## config.mk

```make
export PLATFORM = sky130hd
export DESIGN_NAME = serial_cla_sequencer
export DESIGN_NICKNAME = d
export VERILOG_FILES = /design/src/rtl/serial_cla_pkg.sv /design/src/rtl/Carry_Look_Ahead_Adder_4bit.sv /design/src/rtl/serial_cla_sequencer.sv
export SDC_FILE = /design/constraint.sdc
export NUM_CORES = 1
export LEC_CHECK = 0
export CAP_MARGIN = 25
export CORE_UTILIZATION = 45
export CTS_BUF_LIST = sky130_fd_sc_hd__clkbuf_16
export DETAILED_ROUTE_END_ITERATION = 10
export PLACE_DENSITY_LB_ADDON = 0.12
export SKIP_CTS_REPAIR_TIMING = 1
export SLEW_MARGIN = 5
export SYNTH_ARGS = -nofsm -noshare
export SYNTH_HDL_FRONTEND = slang
export SYNTH_HIERARCHICAL = 1
export SYNTH_SLANG_ARGS = --single-unit
```

## constraint.sdc

```tcl
create_clock -name clk -period 3.3 [get_ports clk]
set_input_delay 0.66 -clock clk [delete_from_list [all_inputs] [get_ports clk]]
set_output_delay 0.66 -clock clk [all_outputs]
set_load 0.02 [all_outputs]
```

## src/rtl/serial_cla_pkg.sv

```systemverilog
// Shared definitions for the nibble-serial carry-look-ahead sequencer.
package serial_cla_pkg;

    // Width of one serial step; the adder instance is fixed at this width.
    localparam int NIB_W = 4;

    // Sequencer states
    //   IDLE | waiting for an operation, start_ready high
    //   RUN  | one nibble per cycle through the CLA, LSB nibble first
    //   DONE | results published, done pulse high for this single cycle
    typedef enum logic [1:0] {
        IDLE = 2'd0,
        RUN  = 2'd1,
        DONE = 2'd2
    } seq_state_t;

    // Two's-complement overflow: both operands share a sign and the result does not.
    function automatic logic add_overflow(input logic a_msb,
                                          input logic b_msb,
                                          input logic s_msb);
        return (a_msb == b_msb) && (s_msb != a_msb);
    endfunction

endpackage : serial_cla_pkg

```

## src/rtl/Carry_Look_Ahead_Adder_4bit.sv

```systemverilog
// 4-bit carry-look-ahead adder: all carries formed directly from generate/propagate.
module Carry_Look_Ahead_Adder_4bit (
    input  logic [3:0] a_i,
    input  logic [3:0] b_i,
    input  logic       cin_i,
    output logic [3:0] sum_o,
    output logic       cout_o
);

    logic [3:0] g;
    logic [3:0] p;
    logic [4:0] c;

    assign g = a_i & b_i;
    assign p = a_i ^ b_i;

    // Flat look-ahead carry equations, no ripple between bit positions.
    always_comb begin
        c[0] = cin_i;
        c[1] = g[0] | (p[0] & cin_i);
        c[2] = g[1] | (p[1] & g[0]) | (p[1] & p[0] & cin_i);
        c[3] = g[2] | (p[2] & g[1]) | (p[2] & p[1] & g[0])
             | (p[2] & p[1] & p[0] & cin_i);
        c[4] = g[3] | (p[3] & g[2]) | (p[3] & p[2] & g[1])
             | (p[3] & p[2] & p[1] & g[0])
             | (p[3] & p[2] & p[1] & p[0] & cin_i);
    end

    assign sum_o  = p ^ c[3:0];
    assign cout_o = c[4];

endmodule : Carry_Look_Ahead_Adder_4bit

```

## src/rtl/serial_cla_sequencer.sv

```systemverilog
// Nibble-serial add/subtract built around a single 4-bit CLA.
// One operation takes NNIB RUN cycles plus one DONE cycle; published
// results only change at the RUN->DONE transition.
module serial_cla_sequencer
    import serial_cla_pkg::*;
#(
    parameter int WIDTH = 16
) (
    input  logic             clk,
    input  logic             rst,
    input  logic             start_valid,
    output logic             start_ready,
    input  logic [WIDTH-1:0] a,
    input  logic [WIDTH-1:0] b,
    input  logic             cin,
    input  logic             sub,
    output logic             busy,
    output logic             done,
    output logic [WIDTH-1:0] sum,
    output logic             cout,
    output logic             overflow
);

    localparam int NNIB  = WIDTH / NIB_W;
    localparam int IDX_W = $clog2(NNIB);
    localparam logic [IDX_W-1:0] LAST_IDX = IDX_W'(NNIB - 1);

    seq_state_t       state_q, state_d;
    logic [IDX_W-1:0] idx_q, idx_d;
    logic [WIDTH-1:0] a_q, a_d;
    logic [WIDTH-1:0] b_q, b_d;
    logic             carry_q, carry_d;
    logic [WIDTH-1:0] res_q, res_d;
    logic [WIDTH-1:0] sum_q, sum_d;
    logic             cout_q, cout_d;
    logic             ovf_q, ovf_d;
    logic             done_q, done_d;

    logic [NIB_W-1:0] nib_a;
    logic [NIB_W-1:0] nib_b;
    logic [NIB_W-1:0] cla_sum;
    logic             cla_cout;

    // Current-nibble operand selection feeding the shared adder.
    assign nib_a = a_q[idx_q*NIB_W +: NIB_W];
    assign nib_b = b_q[idx_q*NIB_W +: NIB_W];

    Carry_Look_Ahead_Adder_4bit u_cla (
        .a_i    (nib_a),
        .b_i    (nib_b),
        .cin_i  (carry_q),
        .sum_o  (cla_sum),
        .cout_o (cla_cout)
    );

    // Next-state, datapath loads and result publication.
    always_comb begin
        state_d = state_q;
        idx_d   = idx_q;
        a_d     = a_q;
        b_d     = b_q;
        carry_d = carry_q;
        res_d   = res_q;
        sum_d   = sum_q;
        cout_d  = cout_q;
        ovf_d   = ovf_q;
        done_d  = 1'b0;

        unique case (state_q)
            IDLE: begin
                if (start_valid) begin
                    // Subtract is A + ~B + 1, so the carry register doubles as the +1.
                    a_d     = a;
                    b_d     = sub ? ~b : b;
                    carry_d = sub ? 1'b1 : cin;
                    idx_d   = '0;
                    state_d = RUN;
                end
            end
            RUN: begin
                res_d[idx_q*NIB_W +: NIB_W] = cla_sum;
                carry_d = cla_cout;
                if (idx_q == LAST_IDX) begin
                    // The top nibble is taken straight from the adder so all
                    // three results appear together on entry to DONE.
                    sum_d   = res_d;
                    cout_d  = cla_cout;
                    ovf_d   = add_overflow(a_q[WIDTH-1], b_q[WIDTH-1],
                                           cla_sum[NIB_W-1]);
                    done_d  = 1'b1;
                    state_d = DONE;
                end else begin
                    idx_d = idx_q + IDX_W'(1);
                end
            end
            DONE: begin
                state_d = IDLE;
            end
            default: begin
                state_d = IDLE;
            end
        endcase
    end

    // State and datapath registers; reset aborts any operation and clears results.
    always_ff @(posedge clk or posedge rst) begin
        if (rst) begin
            state_q <= IDLE;
            idx_q   <= '0;
            a_q     <= '0;
            b_q     <= '0;
            carry_q <= 1'b0;
            res_q   <= '0;
            sum_q   <= '0;
            cout_q  <= 1'b0;
            ovf_q   <= 1'b0;
            done_q  <= 1'b0;
        end else begin
            state_q <= state_d;
            idx_q   <= idx_d;
            a_q     <= a_d;
            b_q     <= b_d;
            carry_q <= carry_d;
            res_q   <= res_d;
            sum_q   <= sum_d;
            cout_q  <= cout_d;
            ovf_q   <= ovf_d;
            done_q  <= done_d;
        end
    end

    assign start_ready = (state_q == IDLE);
    assign busy        = (state_q == RUN) || (state_q == DONE);
    assign done        = done_q;
    assign sum         = sum_q;
    assign cout        = cout_q;
    assign overflow    = ovf_q;

endmodule : serial_cla_sequencer

```

==> out/summary.txt <==
Status: finished, final reports clean
Final TNS setup: 0 ns
Worst skew pair latency: 0.33 ns
WP data required: 3.55 ns
Slowest cell on the critical path: dfrtp_1
DRT iter0 DRCs: 100
Critical path cell sequence: mux4_2, ha_1, a21o_1, a31o_1, xor2_1, or3b_2, a31oi_1
Power share of the sequential group: 0.310
Clock transition at path regs: 0.06 ns
Top-Level Pins: 58
Synthesis Warnings: 6
Die extent in x: 90.9 um
Final WL: 7500 um
Worst Hold Class: flip-flop to flip-flop
WHS: 0.474 ns
Worst-Margin Slew: 0.768 ns
DP Wirelength: 5340 um
Critical Path Max Stage Delay: 0.67 ns
Core area: 7690 sq um
Fraction of registers with async set/reset: 1.00
Post-route antenna net violation count: 0
MaxCap Viol Count: 0
Initial antenna violation count: 0
Unique masters post-synth: 41
Bufs on Longest Clock Path: 2
# nets final: 434
Total clock buffers created by CTS: 9
Relative max-transition margin: 0.487
Post-Syn Area: 3560 sq um
Inserted Diodes: 0
Initial Util: 0.463
Crit end category: flip-flop
PwrDens: 1110 nW/um^2
Gate power share: 0.485
Final Util: 0.595
DR DRC count: 0
P&R area growth vs syn: 28.5%
Die Ht: 90.9 um
Gr usage total: 0.204
Minimum clock period: 2.87 ns
Clk pwr share: 0.205
Pint: 3.12 mW
H-tree Lvls: 3
Startpoint Class: flip-flop
# setup viols final: 0
Seq/Total Area, Yosys: 0.506
Mapped Avg Cell Area: 11.0 sq um
Fill count: 666
Maximum net fanout on the critical path: 11
Clock root buffer: clkbuf_16
Max Clock Skew: 0.00515 ns
TritonCTS clock tree: built
Worst path arrival time: 3.12 ns
Syn Inst Count: 324
Post-synthesis register bit count: 72
Share of layout cells above drive strength 1: 0.152
Via count: 2578
Die area: 8270 sq um
Final Hold Viols: 0
Vias per cell: 5.25
GP Congestion: 0.818
Clk sinks: 72
Synthesized Nets: 374
Wirelength per Cell: 15.3 um
Sequential cell area: 1800 sq um
Global route overflow: 0
Period Utilization, post-route: 0.870
Final max-slew violation count: 0
Leak pwr: 2.00 nW
Largest net degree at the start of global routing: 47
First-pass GRT wire length: 12900 um
Max Clk Rate: 348 MHz
RSZ-0062 raised after global routing: no
Port Buf Inserts: 57
Cell taking the most area after synthesis: dfrtp_1
Synth Flop Type: dfrtp_1
Ranking of synthesized cells by area: dfrtp_1 51%, o21ai_0 5.9%, mux2_2 5.7%
Footprint of the multi-input gates: 1620 sq um
Vias in the first global route: 2622
Maximum VDD drop: 451 uV
EDFF count, synth: 0
Crit Path Class: flip-flop to flip-flop
Num rows: 32
P_sw: 1.96 mW
Yosys top cell area share: 0.506
Sw Ratio: 0.386
First-pass iteration count of the detailed router: 4
power by group through the flow:
stage | combinational [mW] | clock [mW] | sequential (mW)
5_1_grt | 2.74 | 1.09 | 1.63
2_1_floorplan | 1.63 | 0 | 1.61
3_5_place_dp | 2.46 | 0 | 1.60
3_3_place_gp | 2.40 | 0 | 1.58
6_report | 2.47 | 1.04 | 1.58
4_1_cts | 2.47 | 1.05 | 1.58
registers in the layout (all words and copies together), names as in the netlist:
| register | count |
|---|---|
| a_q | 16 |
| state_q | 2 |
| b_q | 16 |
| sum | 16 |
| done | 1 |
| res_q | 16 |
| overflow | 1 |
| idx_q | 2 |
| cout | 1 |
| carry_q | 1 |
cell type report:
type / count / area share
well taps: 102 / 0.0279
multi-input cells: 224 / 0.355
clock buffers: 9 / 0.0493
flip-flops and latches: 72 / 0.394
inverters: 12 / 0.00985
repair buffers: 65 / 0.143
clock inverters: 7 / 0.0208
cells in the mapped netlist (all sizes together) (2+ instances only):
| cell | n |
|---|---|
| clkbuf | 2 |
| nor2b | 2 |
| nor2 | 12 |
| buf | 14 |
| a21oi | 17 |
| nand3b | 2 |
| a221oi | 4 |
| xnor2 | 18 |
| mux2 | 18 |
| nand3 | 3 |
| o21ai | 47 |
| ha | 12 |
| inv | 12 |
| mux4 | 8 |
| nand2 | 50 |
| and4b | 12 |
| a21o | 3 |
| dfrtp | 72 |
worst max-delay path, delay by kind of cell, from the launching register on:
kind            cells  cell delay (ns)
flops               1             0.67
compound gates      3             0.59
mux                 1             0.58
simple gates        1             0.45
fa+ha+maj           1             0.35
xor+xnor            1             0.16
metrics by stage:
step | cells | total power [mW] | instance area (sq um) | setup WS, ns
after floorplan | 324 | 3.24 | 3560 | 0.491
after global placement | 475 | 3.99 | 4250 | 0.492
after detailed placement | 475 | 4.06 | 4250 | 0.422
after CTS | 491 | 5.11 | 4570 | 0.412
after global routing | 491 | 5.47 | 4570 | 0.224
final | 491 | 5.08 | 4570 | 0.429
logic make-up (layout without fill, tap and decap cells):
group	count (synthesis)	in the layout	synth area share
simple gates	88	88	0.130
compound gates	77	77	0.120
flops	72	72	0.506
buf+inv	28	93	0.0380
mux	27	27	0.110
xor+xnor	19	19	0.0468
fa+ha+maj	13	13	0.0478
cells in the final DEF (no fill, tap or decap), types with 2 or more instances in the layout:
cell type	count
inv_2	2
nand2_1	49
clkinv_2	2
buf_12	2
clkbuf_16	9
nand3b_1	2
inv_1	10
nor2b_1	2
mux2_2	18
bufinv_16	2
a21o_1	3
nand3_1	3
a21oi_1	17
o21ai_0	42
dfrtp_1	72
ha_1	12
o21ai_1	4
xnor2_1	18
mux4_2	8
clkdlybuf4s50_1	57
and4b_1	12
nor2_1	12
a221oi_1	4
buf_4	6
path summary, 6_finish.rpt:
check	from	endpoint	slack (ns)	cells after the start
setup / recovery	idx_q[0]$_DFFE_PP0P_	overflow$_DFFE_PP0P_	0.43	7
hold / removal	res_q[6]$_DFFE_PP0P_	res_q[6]$_DFFE_PP0P_	0.47	2
setup reg to reg	idx_q[0]$_DFFE_PP0P_	overflow$_DFFE_PP0P_	0.43	7
hold reg to reg	res_q[6]$_DFFE_PP0P_	res_q[6]$_DFFE_PP0P_	0.47	2
max in group asynchronous	rst	sum[7]$_DFFE_PP0P_	1.94	3
min in group asynchronous	rst	a_q[12]$_DFFE_PP0P_	0.71	2
per-layer routing:
layer,up-vias,global-route usage,wire [um]
li1,1262,-,-
met1,1225,0.258,3340
met2,82,0.338,3710
met3,9,0.0606,347
met4,0,0.0595,106
met5,-,0,0
Power figures use the tool's default switching activity.
